--- config.mk ---
export PLATFORM = sky130hd
export DESIGN_NAME = instr_fetch_unit
export DESIGN_NICKNAME = d
export VERILOG_FILES = /design/src/rtl/instr_fetch_unit.sv
export SDC_FILE = /design/constraint.sdc
export NUM_CORES = 1
export LEC_CHECK = 0
export CAP_MARGIN = 20
export CORE_AREA = 2 2 122 153
export CTS_CLUSTER_SIZE = 24
export DETAILED_ROUTE_END_ITERATION = 6
export DIE_AREA = 0 0 124 155
export HOLD_SLACK_MARGIN = 0.06
export PLACE_DENSITY_LB_ADDON = 0.05
export SYNTH_ARGS = -nofsm -noshare
export SYNTH_HDL_FRONTEND = slang
export SYNTH_SLANG_ARGS = --single-unit
--- constraint.sdc ---
create_clock -name clk -period 5.5 [get_ports clk]
set_clock_uncertainty 0.2 [all_clocks]
set_input_delay 0.55 -clock clk [delete_from_list [all_inputs] [get_ports clk]]
set_output_delay 0.55 -clock clk [all_outputs]
set_load 0.01 [all_outputs]
--- src/rtl/instr_fetch_unit.sv ---
// -----------------------------------------------------------------------------
// instr_fetch_unit
//
// Fetch stage of the RV32I subset core. Owns the fetch PC, issues word
// requests to instruction memory (request/grant, in-order responses with no
// backpressure), buffers returned words in a DEPTH-entry FIFO and presents the
// head instruction to decode with a valid/ready handshake, pre-split into
// OP/Funct3/Funct7. A taken BEQ flushes the buffer, marks every in-flight
// word as stale and redirects the fetch PC.
//
// Ports:
//   clk, rst_n                 clock (rising edge), async active-low reset
//   imem_req / imem_addr       fetch request and word-aligned byte address
//   imem_gnt                   memory accepts the request this cycle
//   imem_rvalid / imem_rdata   in-order response word
//   BranchTaken / BranchTarget redirect strobe and target ([1:0] ignored)
//   InstrValid / InstrReady    decode handshake for the head instruction
//   Instr, PC, PCPlus4         head instruction, its address, address + 4
//   OP, Funct3, Funct7         Instr[6:0], Instr[14:12], Instr[31:25]
// -----------------------------------------------------------------------------
module instr_fetch_unit #(
  parameter int unsigned          XLEN     = 32,
  parameter logic [XLEN-1:0]      RESET_PC = 32'h0000_0000,
  parameter int unsigned          DEPTH    = 2
) (
  input  logic            clk,
  input  logic            rst_n,
  output logic            imem_req,
  output logic [XLEN-1:0] imem_addr,
  input  logic            imem_gnt,
  input  logic            imem_rvalid,
  input  logic [XLEN-1:0] imem_rdata,
  input  logic            BranchTaken,
  input  logic [XLEN-1:0] BranchTarget,
  output logic            InstrValid,
  input  logic            InstrReady,
  output logic [31:0]     Instr,
  output logic [XLEN-1:0] PC,
  output logic [XLEN-1:0] PCPlus4,
  output logic [6:0]      OP,
  output logic [2:0]      Funct3,
  output logic [6:0]      Funct7
);

  // Counter widths: occupancy/in-flight/drop counts range over 0..DEPTH.
  localparam int unsigned CW = $clog2(DEPTH + 1);
  localparam int unsigned PW = $clog2(DEPTH);
  localparam int unsigned SW = CW + 1;

  localparam logic [31:0]     NOP_INSTR  = 32'h0000_0013;  // ADDI x0,x0,0
  localparam logic [XLEN-1:0] RESET_ADDR = {RESET_PC[XLEN-1:2], 2'b00};

  typedef enum logic [1:0] {
    BOOT  = 2'd0,
    FETCH = 2'd1,
    HOLD  = 2'd2
  } state_t;

  state_t          state_reg, state_next;
  logic [XLEN-1:0] fetch_pc_reg, fetch_pc_next;
  logic [XLEN-1:0] resp_pc_reg, resp_pc_next;
  logic [CW-1:0]   inflight_reg, inflight_next;
  logic [CW-1:0]   count_reg, count_next;
  logic [CW-1:0]   drop_reg, drop_next;
  logic [PW-1:0]   wr_ptr_reg, wr_ptr_next;
  logic [PW-1:0]   rd_ptr_reg, rd_ptr_next;

  logic [XLEN-1:0] buf_pc    [DEPTH];
  logic [31:0]     buf_instr [DEPTH];

  logic            credit;
  logic            grant;
  logic            resp_keep;
  logic            resp_drop;
  logic            pop;
  logic [XLEN-1:0] target_addr;

  // Only the word-address bits of the redirect target are meaningful.
  logic unused_target_lsbs;
  assign unused_target_lsbs = ^BranchTarget[1:0];

  assign target_addr = {BranchTarget[XLEN-1:2], 2'b00};

  // Stale in-flight words still occupy credit: every granted word will come
  // back and needs a slot (or a drop) regardless of whether it is wanted.
  assign credit = (SW'(inflight_reg) + SW'(count_reg)) < SW'(DEPTH);

  assign grant     = imem_req && imem_gnt;
  assign resp_keep = imem_rvalid && (drop_reg == '0);
  assign resp_drop = imem_rvalid && (drop_reg != '0);
  assign pop       = InstrValid && InstrReady;

  // ---------------------------------------------------------------------------
  // Request FSM
  // ---------------------------------------------------------------------------
  always_ff @(posedge clk or negedge rst_n) begin
    if (!rst_n) begin
      state_reg <= BOOT;
    end else begin
      state_reg <= state_next;
    end
  end

  // Credit only shrinks through a grant, so an ungranted request in FETCH
  // stays asserted with the same address until granted or redirected.
  always_comb begin
    state_next = state_reg;
    imem_req   = 1'b0;
    unique case (state_reg)
      BOOT: begin
        state_next = FETCH;
      end
      FETCH: begin
        if (credit) begin
          imem_req = 1'b1;
        end else begin
          state_next = HOLD;
        end
      end
      HOLD: begin
        if (credit) begin
          state_next = FETCH;
        end
      end
      default: begin
        state_next = BOOT;
      end
    endcase
  end

  // ---------------------------------------------------------------------------
  // Pointer / counter next-state
  // ---------------------------------------------------------------------------
  always_comb begin
    inflight_next = inflight_reg + CW'(grant) - CW'(imem_rvalid);
    count_next    = count_reg;
    drop_next     = drop_reg;
    wr_ptr_next   = wr_ptr_reg;
    rd_ptr_next   = rd_ptr_reg;
    fetch_pc_next = fetch_pc_reg;
    resp_pc_next  = resp_pc_reg;

    if (BranchTaken) begin
      // Everything still outstanding after this cycle's grant/response is
      // from the wrong path, including a word granted in this very cycle.
      count_next    = '0;
      wr_ptr_next   = '0;
      rd_ptr_next   = '0;
      drop_next     = inflight_next;
      fetch_pc_next = target_addr;
      // The first kept response after a redirect is the first word fetched
      // at the target, so the response PC tracker restarts there.
      resp_pc_next  = target_addr;
    end else begin
      count_next  = count_reg + CW'(resp_keep) - CW'(pop);
      drop_next   = drop_reg - CW'(resp_drop);
      wr_ptr_next = wr_ptr_reg + PW'(resp_keep);
      rd_ptr_next = rd_ptr_reg + PW'(pop);
      if (grant) begin
        fetch_pc_next = fetch_pc_reg + XLEN'(4);
      end
      if (resp_keep) begin
        resp_pc_next = resp_pc_reg + XLEN'(4);
      end
    end
  end

  always_ff @(posedge clk or negedge rst_n) begin
    if (!rst_n) begin
      fetch_pc_reg <= RESET_ADDR;
      resp_pc_reg  <= RESET_ADDR;
      inflight_reg <= '0;
      count_reg    <= '0;
      drop_reg     <= '0;
      wr_ptr_reg   <= '0;
      rd_ptr_reg   <= '0;
    end else begin
      fetch_pc_reg <= fetch_pc_next;
      resp_pc_reg  <= resp_pc_next;
      inflight_reg <= inflight_next;
      count_reg    <= count_next;
      drop_reg     <= drop_next;
      wr_ptr_reg   <= wr_ptr_next;
      rd_ptr_reg   <= rd_ptr_next;
    end
  end

  // ---------------------------------------------------------------------------
  // Instruction buffer storage. Data needs no reset: entries are only visible
  // while the occupancy count says they hold a live word.
  // ---------------------------------------------------------------------------
  always_ff @(posedge clk) begin
    if (resp_keep) begin
      buf_pc[wr_ptr_reg]    <= resp_pc_reg;
      buf_instr[wr_ptr_reg] <= imem_rdata[31:0];
    end
  end

  // ---------------------------------------------------------------------------
  // Outputs
  // ---------------------------------------------------------------------------
  assign imem_addr  = fetch_pc_reg;
  assign InstrValid = (count_reg != '0);

  // With nothing to offer, decode sees a NOP; PC then shows the address the
  // next kept word will carry (RESET_PC straight out of reset).
  assign Instr   = InstrValid ? buf_instr[rd_ptr_reg] : NOP_INSTR;
  assign PC      = InstrValid ? buf_pc[rd_ptr_reg]    : resp_pc_reg;
  assign PCPlus4 = PC + XLEN'(4);

  assign OP     = Instr[6:0];
  assign Funct3 = Instr[14:12];
  assign Funct7 = Instr[31:25];

endmodule

# [Word-level counts from Yosys, hierarchy flattened]
# Memory sizes are Yosys's and may differ from the RTL's.
# Cells that the tools add are included.
[classes] mux=17 n_lt_le_gt_ge=1 n_addsub=11 reduce_logical=11 n_eq_ne=4
[ops] op="2-to-1 mux 32 bit" count=6
[ops] op="adder 32 x 3 -> 32 bit (second input constant)" count=3
[ops] op="2-to-1 mux 2 bit" count=4
[ops] op="nonzero test 2 bit" count=4
[ops] op="2-to-1 mux 1 bit" count=6
[ops] op="one-hot mux 2 bit (3 select lines)" count=1
[ops] op="subtractor 2 x 1 -> 2 bit" count=3
[ops] op="adder 2 x 1 -> 2 bit" count=2
[ops] op="logical AND 1 bit" count=4
[ops] op="zero test 2 bit" count=2
[ops] op="!= test 2 bit (second input constant)" count=2
[ops] op="adder 2 x 2 -> 3 bit" count=1
[ops] op="< comparator 3 x 2 -> 1 bit (second input constant)" count=1
[ops] op="adder 1 bit" count=2
[ops] op="equality test 2 x 1 -> 1 bit (second input constant)" count=1
[ops] op="equality test 2 bit (second input constant)" count=1
[ops] op="AND reduction 2 bit" count=1
[word_totals] ram_bits=128 output_inout_bits=147 mem_count=2 inputBits=70 reg_bits=74
[mem_list] name="buf_instr" words=2 width=32 rd=1 rd_ports_with_merged_regs=0 write_ports=1 line_no="69" source="logic [31:0] buf_instr [DEPTH];"
[mem_list] name="buf_pc" words=2 width=32 rd=1 rd_ports_with_merged_regs=0 write_ports=1 line_no="68" source="logic [XLEN-1:0] buf_pc [DEPTH];"

# [Depth between registers and ports, before layout]
# Gate-level depths: netlist (run 1).
[logic_depth] word_depth=8 depth_mapped=12 depth_no_buf=11

# [Worst setup path after synthesis (run 1)]
# No wires, ideal clock.
[synth_path] kind="input to register" start="input port imem_rvalid" end="memory buf_instr[1][0], enable pin" required_time_ns=4.873 path_slack_ns=2.140 n_path_buf=0 stages=2 arrival_time_ns=2.733 setup_ns=0.427 cell_sequence="nor3b_1 -> ha_1"
[synth_via] elab_chain_len=3
[synth_lines] item="start: declaration" line_no="31" source="input logic imem_rvalid,"
[synth_lines] item="logical AND 1 bit" line_no="89" source="assign resp_keep = imem_rvalid && (drop_reg == '0);"
[synth_lines] item="2-to-1 mux 1 bit" line_no="193" source="if (resp_keep) begin"
[synth_lines] item="2-to-1 mux 1 bit (implied by the code)" line_no="195" source="buf_instr[wr_ptr_reg] <= imem_rdata[31:0];"
[synth_lines] item="end: declaration" line_no="69"
# No other way between the ends.

# [Final worst setup path (run 1)]
[layout_path] start="register count_reg[1]" end="output port PCPlus4[28]"
[layout_via] elab_chain_len=3
[layout_lines] item="start: declaration" line_no="63" source="logic [CW-1:0] count_reg, count_next;"
[layout_lines] item="start signal: assignment" line_no="181" source="count_reg <= count_next;"
[layout_lines] item="nonzero test 2 bit" line_no="203" source="assign InstrValid = (count_reg != '0);"
[layout_lines] item="2-to-1 mux 32 bit" line_no="208" source="assign PC = InstrValid ? buf_pc[rd_ptr_reg] : resp_pc_reg;"
[layout_lines] item="adder 32 x 3 -> 32 bit" line_no="209" source="assign PCPlus4 = PC + XLEN'(4);"
[layout_lines] item="end: declaration" line_no="39" source="output logic [XLEN-1:0] PCPlus4,"
# No other way between the ends.

==> results of run 1 <==
[metal layers]
layer / vias up / wire [µm]
met5: - / 0
li1: 3048 / -
met1: 3135 / 8990
met2: 180 / 10300
met3: 29 / 1040
met4: 0 / 418
[stage by stage]
stage	hold WS (ns)	instance area (µm²)	worst slack, ns
after floorplan	0.0544	9610	2.14
after global placement	0.277	11700	1.42
after detailed placement	0.294	11700	1.38
after CTS	0.158	12300	0.920
after global routing	0.192	12300	0.627
final	0.107	12300	1.01
[layout by cell type, fill, tap and decap left out, drive strengths merged, types with 17 or more instances in the layout]
cell type        n
nor3            17
dfrtp           70
nand2           46
edfxtp         124
mux2i           64
a21oi           28
clkbuf          22
nor2            84
xnor2           51
mux2            54
xor2            40
clkdlybuf4s50  207
inv             41
nand3           20
[worst max path at each step]
stage,start,to,slack (ns),depth (start not counted)
floorplan,imem_rvalid,buf_instr[1][0],2.14,2
global placement,count_reg[1],PCPlus4[30],1.42,10
detailed placement,count_reg[1],PCPlus4[28],1.38,10
CTS,count_reg[1],PCPlus4[28],0.92,10
global route,count_reg[1],PCPlus4[30],0.63,10
finish,count_reg[1],PCPlus4[28],1.01,10
[Yosys cell counts (10+ instances only)]
| library cell | number | area share |
|---|---|---|
| a21oi_1 | 26 | 0.014 |
| and3_1 | 12 | 0.0078 |
| buf_4 | 26 | 0.020 |
| clkbuf_1 | 12 | 0.0047 |
| dfrtp_1 | 70 | 0.18 |
| edfxtp_1 | 124 | 0.39 |
| ha_1 | 10 | 0.013 |
| inv_1 | 34 | 0.013 |
| mux2_2 | 52 | 0.061 |
| mux2i_1 | 64 | 0.067 |
| nand2_1 | 46 | 0.018 |
| nand3_1 | 20 | 0.010 |
| nor2_1 | 83 | 0.032 |
| nor3_1 | 16 | 0.0083 |
| xnor2_1 | 51 | 0.047 |
| xor2_1 | 40 | 0.037 |
[logic make-up (layout without fill, tap and decap cells)]
| group | count (synthesis) | in the layout |
|---|---|---|
| xor+xnor | 91 | 91 |
| flops | 194 | 194 |
| other cells | 1 | 6 |
| buf+inv | 83 | 285 |
| mux | 118 | 118 |
| compound gates | 42 | 42 |
| simple gates | 221 | 221 |
| fa+ha+maj | 12 | 12 |
[power breakdown]
part | total (W) | switching (W) | internal, W | leakage [nW]
Clock | 0.00121 | 0.000529 | 0.000684 | 0.290
Sequential | 0.00199 | 0.000190 | 0.00180 | 1.94
Combinational | 0.00297 | 0.00145 | 0.00151 | 2.26
[worst reg2reg max path: stages, from the launching register on]
cell	delay, ns
dfrtp_1	0.55
and2_1	0.20
fa_1	0.48
nor4b_4	0.43
and4_1	0.36
nand2b_1	0.18
or4_1	0.56
xnor2_1	0.14
mux2_2	0.27
[layout make-up]
| class | instances | area (µm²) | share of cell area |
|---|---|---|---|
| tap | 228 | 285 | 0.0232 |
| clock buffer | 22 | 488 | 0.0396 |
| sequential | 194 | 5480 | 0.445 |
| multi-input combinational | 490 | 3670 | 0.298 |
| clock inverter | 10 | 95.1 | 0.00772 |
| inverter | 36 | 138 | 0.0112 |
| timing repair buffer | 217 | 2160 | 0.175 |
==> flow_summary.toml, run 1 <==
[final_layout]
top_register = "buf_instr"
top_regs = "buf_instr (64), buf_pc (60)"
drive_gt1_frac = 0.125
final_nets = 1037
diodes = 0
fin_util = 0.688
fillers = 1312
final_cell_count_no_fill = 1197
area_delta_synth_final_pct = 28.4
largest_register_ffs = 64

[timing]
drv_slew = 0
setup_viol_count_final = 0
max_freq_mhz = 223
worst_slew_pin_slew_ns = 0.988
rsz0062_at_grt = "false"
fin_crit_ns = 4.49
post-route-period-util = 0.816
max_slew_margin = 0.341
hold_viol_final = 0
tns_ns = 0

[yosys]
netlist_area_um2 = 9590
synth_cells = 762
async_flop_share = 0.361
syn_avg_cell_area_um2 = 12.6
synth-adder-area-share = 0.0162
synth.distinct_cells = 58
yosys.area_share.simple = 0.125
yosysSeqAreaShare = 0.571
synth_ff_type = "edfxtp_1"
synth_mux_area_frac = 0.131
synth_top_family_by_area = "multiplexers"
ys_ff_latch = 194
synth_xor_area_frac = 0.0831
synth-compound-area-share = 0.0253
ys_warn_count = 0
synth_edf_count = 124

[floorplanning]
die_h_um = 155
rows = 55
die_w_um = 124
start_util = 0.536
die-area_um2 = 19200
fp.coreArea_um2 = 17900
ioPinCount = 217

[route]
wl_per_cell_um = 17.3
drt-total-wl_um = 20700
initialDrtViolationCount = 427
dr_total_vias = 6392
dr.pass1.iters = 5
drt_drc_violations_left = 0
viasPerCell = 5.34
ant_nets = 0

[worst_setup_path]
worst_setup_path_end_kind = "output port"
cp_num_buf_inv = 3
reg2regPathDepth = 8
crit_arrival_ns = 3.74
reg2reg_from = "count_reg[0]"
cp_slowest_cell = "dfrtp_1"
r2r-end = "imem_addr[30]"
crit_chain = "nor2_4, inv_4, mux2i_1, inv_1, ha_1, nor4b_4, nand4_2, nor4_2, xor2_1, clkdlybuf4s50_1"
max_stage_delay_ns = 0.59
cpLargestDelayFamily = "buffers and inverters"
worstPathRequired_ns = 4.75
startpoint_type = "register"
path_max_fanout = 31
critical_path_class = "reg -> out"
r2r_slack_ns = 2.02

[global_routing]
grt_busiest_layer = "met2"
grt_pass1_wl_um = 32800
met1_usage = 0.280
met3_usage = 0.0403
grt_pass1_vias = 6526
antenna_found_initial = 0
grt-ovfl-total = 0
gr-usage-all-layers = 0.219
grt_max_degree = 71
use_met2 = 0.378

[clocking]
path_clk_slew_ns = 0.07
clock_tree.root_cell = "clkbuf_16"
worstSkewPairLatency_ns = 0.43
htreeDepth = 4
numClockSinks = 194
post_cts_buffers = 0
cts_resized = 0
tritoncts = "done"
cts_hold_buffers = 0
numCtsBuffers = 17
cts_buffer_depth = 2

[outcome]
run_status = "finished, final reports clean"

[placement]
port_buffers = 208
gp_congestion = 0.881
dp.cells = 1164
hpwl_um = 14800

[power_and_ir_drop]
vdd_ir_drop_max_mv = 0.251
power_w = 0.00617
power.density_nw_per_um2 = 501
p_leak_nw = 4.49

[flow_run]
maxCapViolCount = 0

[worst_hold_path]
hp-class = "in -> async"
Note: power is estimated with default switching activity, not from simulation.
==> inputs of run 2 (changes only) <==
CORE_AREA = 2 2 126 159   (was 2 2 122 153)
DIE_AREA = 0 0 128 161   (was 0 0 124 155)
clock period = 4.4 ns   (was 5.5 ns; I/O delays follow)
==> run 2 against run 1 <==
  * Clock-buffer cell count up 2
  * Worst setup slack got worse by 0.76 ns
  * Largest power group unchanged
  * Core utilization is 4.1 points lower
  * Register-to-register slack worse by 1.1 ns
  * Wire length is 1.6% lower
  * Non-clock buffer count up 8
  * Global-route usage fell by 1.6 points
  * Sequential power up 23%
  * Clock power up 17%
==> flow_summary.toml, run 2 (same netlist as run 1, synthesis figures left out) <==
[global_routing]
antenna_found_initial = 0
gr-usage-all-layers = 0.203
grt-ovfl-total = 0
grt_max_degree = 63
grt_pass1_wl_um = 32700
grt_pass1_vias = 6400

[timing]
worst_slew_pin_slew_ns = 0.900
max_freq_mhz = 241
drv_slew = 0
rsz0062_at_grt = "false"
fin_crit_ns = 4.15
post-route-period-util = 0.942
setup_viol_count_final = 0
holdWs_ns = 0.211
tns_ns = 0
hold_viol_final = 0
max_slew_margin = 0.399

[floorplanning]
rows = 57
die-area_um2 = 20600
fp.coreArea_um2 = 19100
start_util = 0.502
die_h_um = 161
ioPinCount = 217
die_w_um = 128

[worst_setup_path]
cp_slowest_cell = "clkdlybuf4s50_1"
crit_arrival_ns = 3.51
cp_num_buf_inv = 4
crit_chain = "nor2_4, inv_6, mux2i_1, buf_4, inv_1, ha_1, nor4b_4, nand4_2, nor3_1, xor2_1, clkdlybuf4s50_1"
critical_path_class = "reg -> out"
max_stage_delay_ns = 0.55
cpLargestDelayFamily = "simple AND/OR/NAND/NOR gates"
startpoint_type = "register"
path_max_fanout = 23
worstPathRequired_ns = 3.76
worst_setup_path_end_kind = "output port"

[clocking]
numClockSinks = 194
htreeDepth = 4
path_clk_slew_ns = 0.07
cts_buffer_depth = 2
worstSkewPairLatency_ns = 0.43
numCtsBuffers = 17
clock_tree.root_cell = "clkbuf_16"
tritoncts = "done"

[placement]
port_buffers = 208
gp_congestion = 0.864
hpwl_um = 14600

[power_and_ir_drop]
power.density_nw_per_um2 = 619
p_leak_nw = 4.52
vdd_ir_drop_max_mv = 0.296

[route]
drt_drc_violations_left = 0
dr.pass1.iters = 4
ant_nets = 0
viasPerCell = 5.20
drt-total-wl_um = 20400
dr_total_vias = 6302
initialDrtViolationCount = 362
wl_per_cell_um = 16.8

[outcome]
run_status = "finished, final reports clean"

[worst_hold_path]
hp-class = "in -> async"

[final_layout]
fillers = 1460
final_cell_mix = "207 x clkdlybuf4s50_1, 124 x edfxtp_1, 83 x nor2_1"
fin_util = 0.647
final_nets = 1045
diodes = 0
final_common_cell = "clkdlybuf4s50_1"
area_delta_synth_final_pct = 29.0
drive_gt1_frac = 0.130
top_register = "buf_instr"
largest_register_ffs = 64
top_regs = "buf_instr (64), buf_pc (60)"

[flow_run]
maxCapViolCount = 0
[run 2: changes by cell type in the layout (fill, tap and decap cells not counted), moves of 2 or more]
cell      change
clkinv_4      -2
clkbuf_1      +2
clkinv_2      +2
buf_4         +5
[run 2: final cells by class]
class | instances | area [µm²] | share of cell area
flip-flops and latches | 194 | 5480 | 0.443
multi-input cells | 490 | 3670 | 0.297
repair buffers | 225 | 2250 | 0.182
clock buffers | 24 | 484 | 0.0391
well taps | 236 | 295 | 0.0239
inverters | 36 | 140 | 0.0113
clock inverters | 8 | 50.0 | 0.00404
[run 2: final timing paths]
kind | from | end | slack, ns | depth (start not counted)
max | count_reg[0] | PCPlus4[30] | 0.25 | 11
max in group asynchronous | rst_n | rd_ptr_reg | 3.03 | 3
min | rst_n | resp_pc_reg[26] | 0.21 | 2
min reg2reg | resp_pc_reg[21] | buf_pc[1][21] | 0.33 | 0
max reg2reg | count_reg[0] | imem_addr[30] | 0.96 | 8
min in group clk | resp_pc_reg[21] | buf_pc[1][21] | 0.33 | 0
[run 2: per-layer routing]
| layer | share of wire | global-route usage |
|---|---|---|
| met1 | 0.43 | 0.258 |
| met2 | 0.49 | 0.341 |
| met3 | 0.053 | 0.0431 |
| met4 | 0.023 | 0.0789 |
| met5 | 0 | 0 |
[run 2: per-stage QoR]
| step | total power (W) | instances | setup slack (ns) | area, µm² |
|---|---|---|---|---|
| floorplan | 0.00463 | 767 | 1.15 | 9610 |
| global placement | 0.00624 | 1179 | 0.580 | 11800 |
| detailed placement | 0.00631 | 1179 | 0.522 | 11800 |
| CTS | 0.00773 | 1212 | 0.0555 | 12300 |
| global route | 0.00811 | 1213 | 0.0248 | 12400 |
| finish | 0.00766 | 1213 | 0.255 | 12400 |
[run 2: power by group]
| group | leakage, nW | internal (W) | switching [W] |
|---|---|---|---|
| clock | 0.272 | 0.000775 | 0.000638 |
| sequential | 1.94 | 0.00225 | 0.000197 |
| combinational | 2.31 | 0.00195 | 0.00184 |
[run 2: worst register-to-register path, stage by stage, from the launching register on]
cell      delay [ns]
dfrtp_2         0.48
and2_1          0.17
fa_1            0.51
nor4b_4         0.44
and4_1          0.38
nand2b_1        0.19
or4_1           0.55
xnor2_1         0.14
mux2_2          0.26
[run 2: what timing repair did]
item	CTS	global route
endpoints found under the hold margin	10	0
hold buffers	1	0
resized for setup	0	2
buffers inserted	0	1
endpoints found under the setup margin	0	11
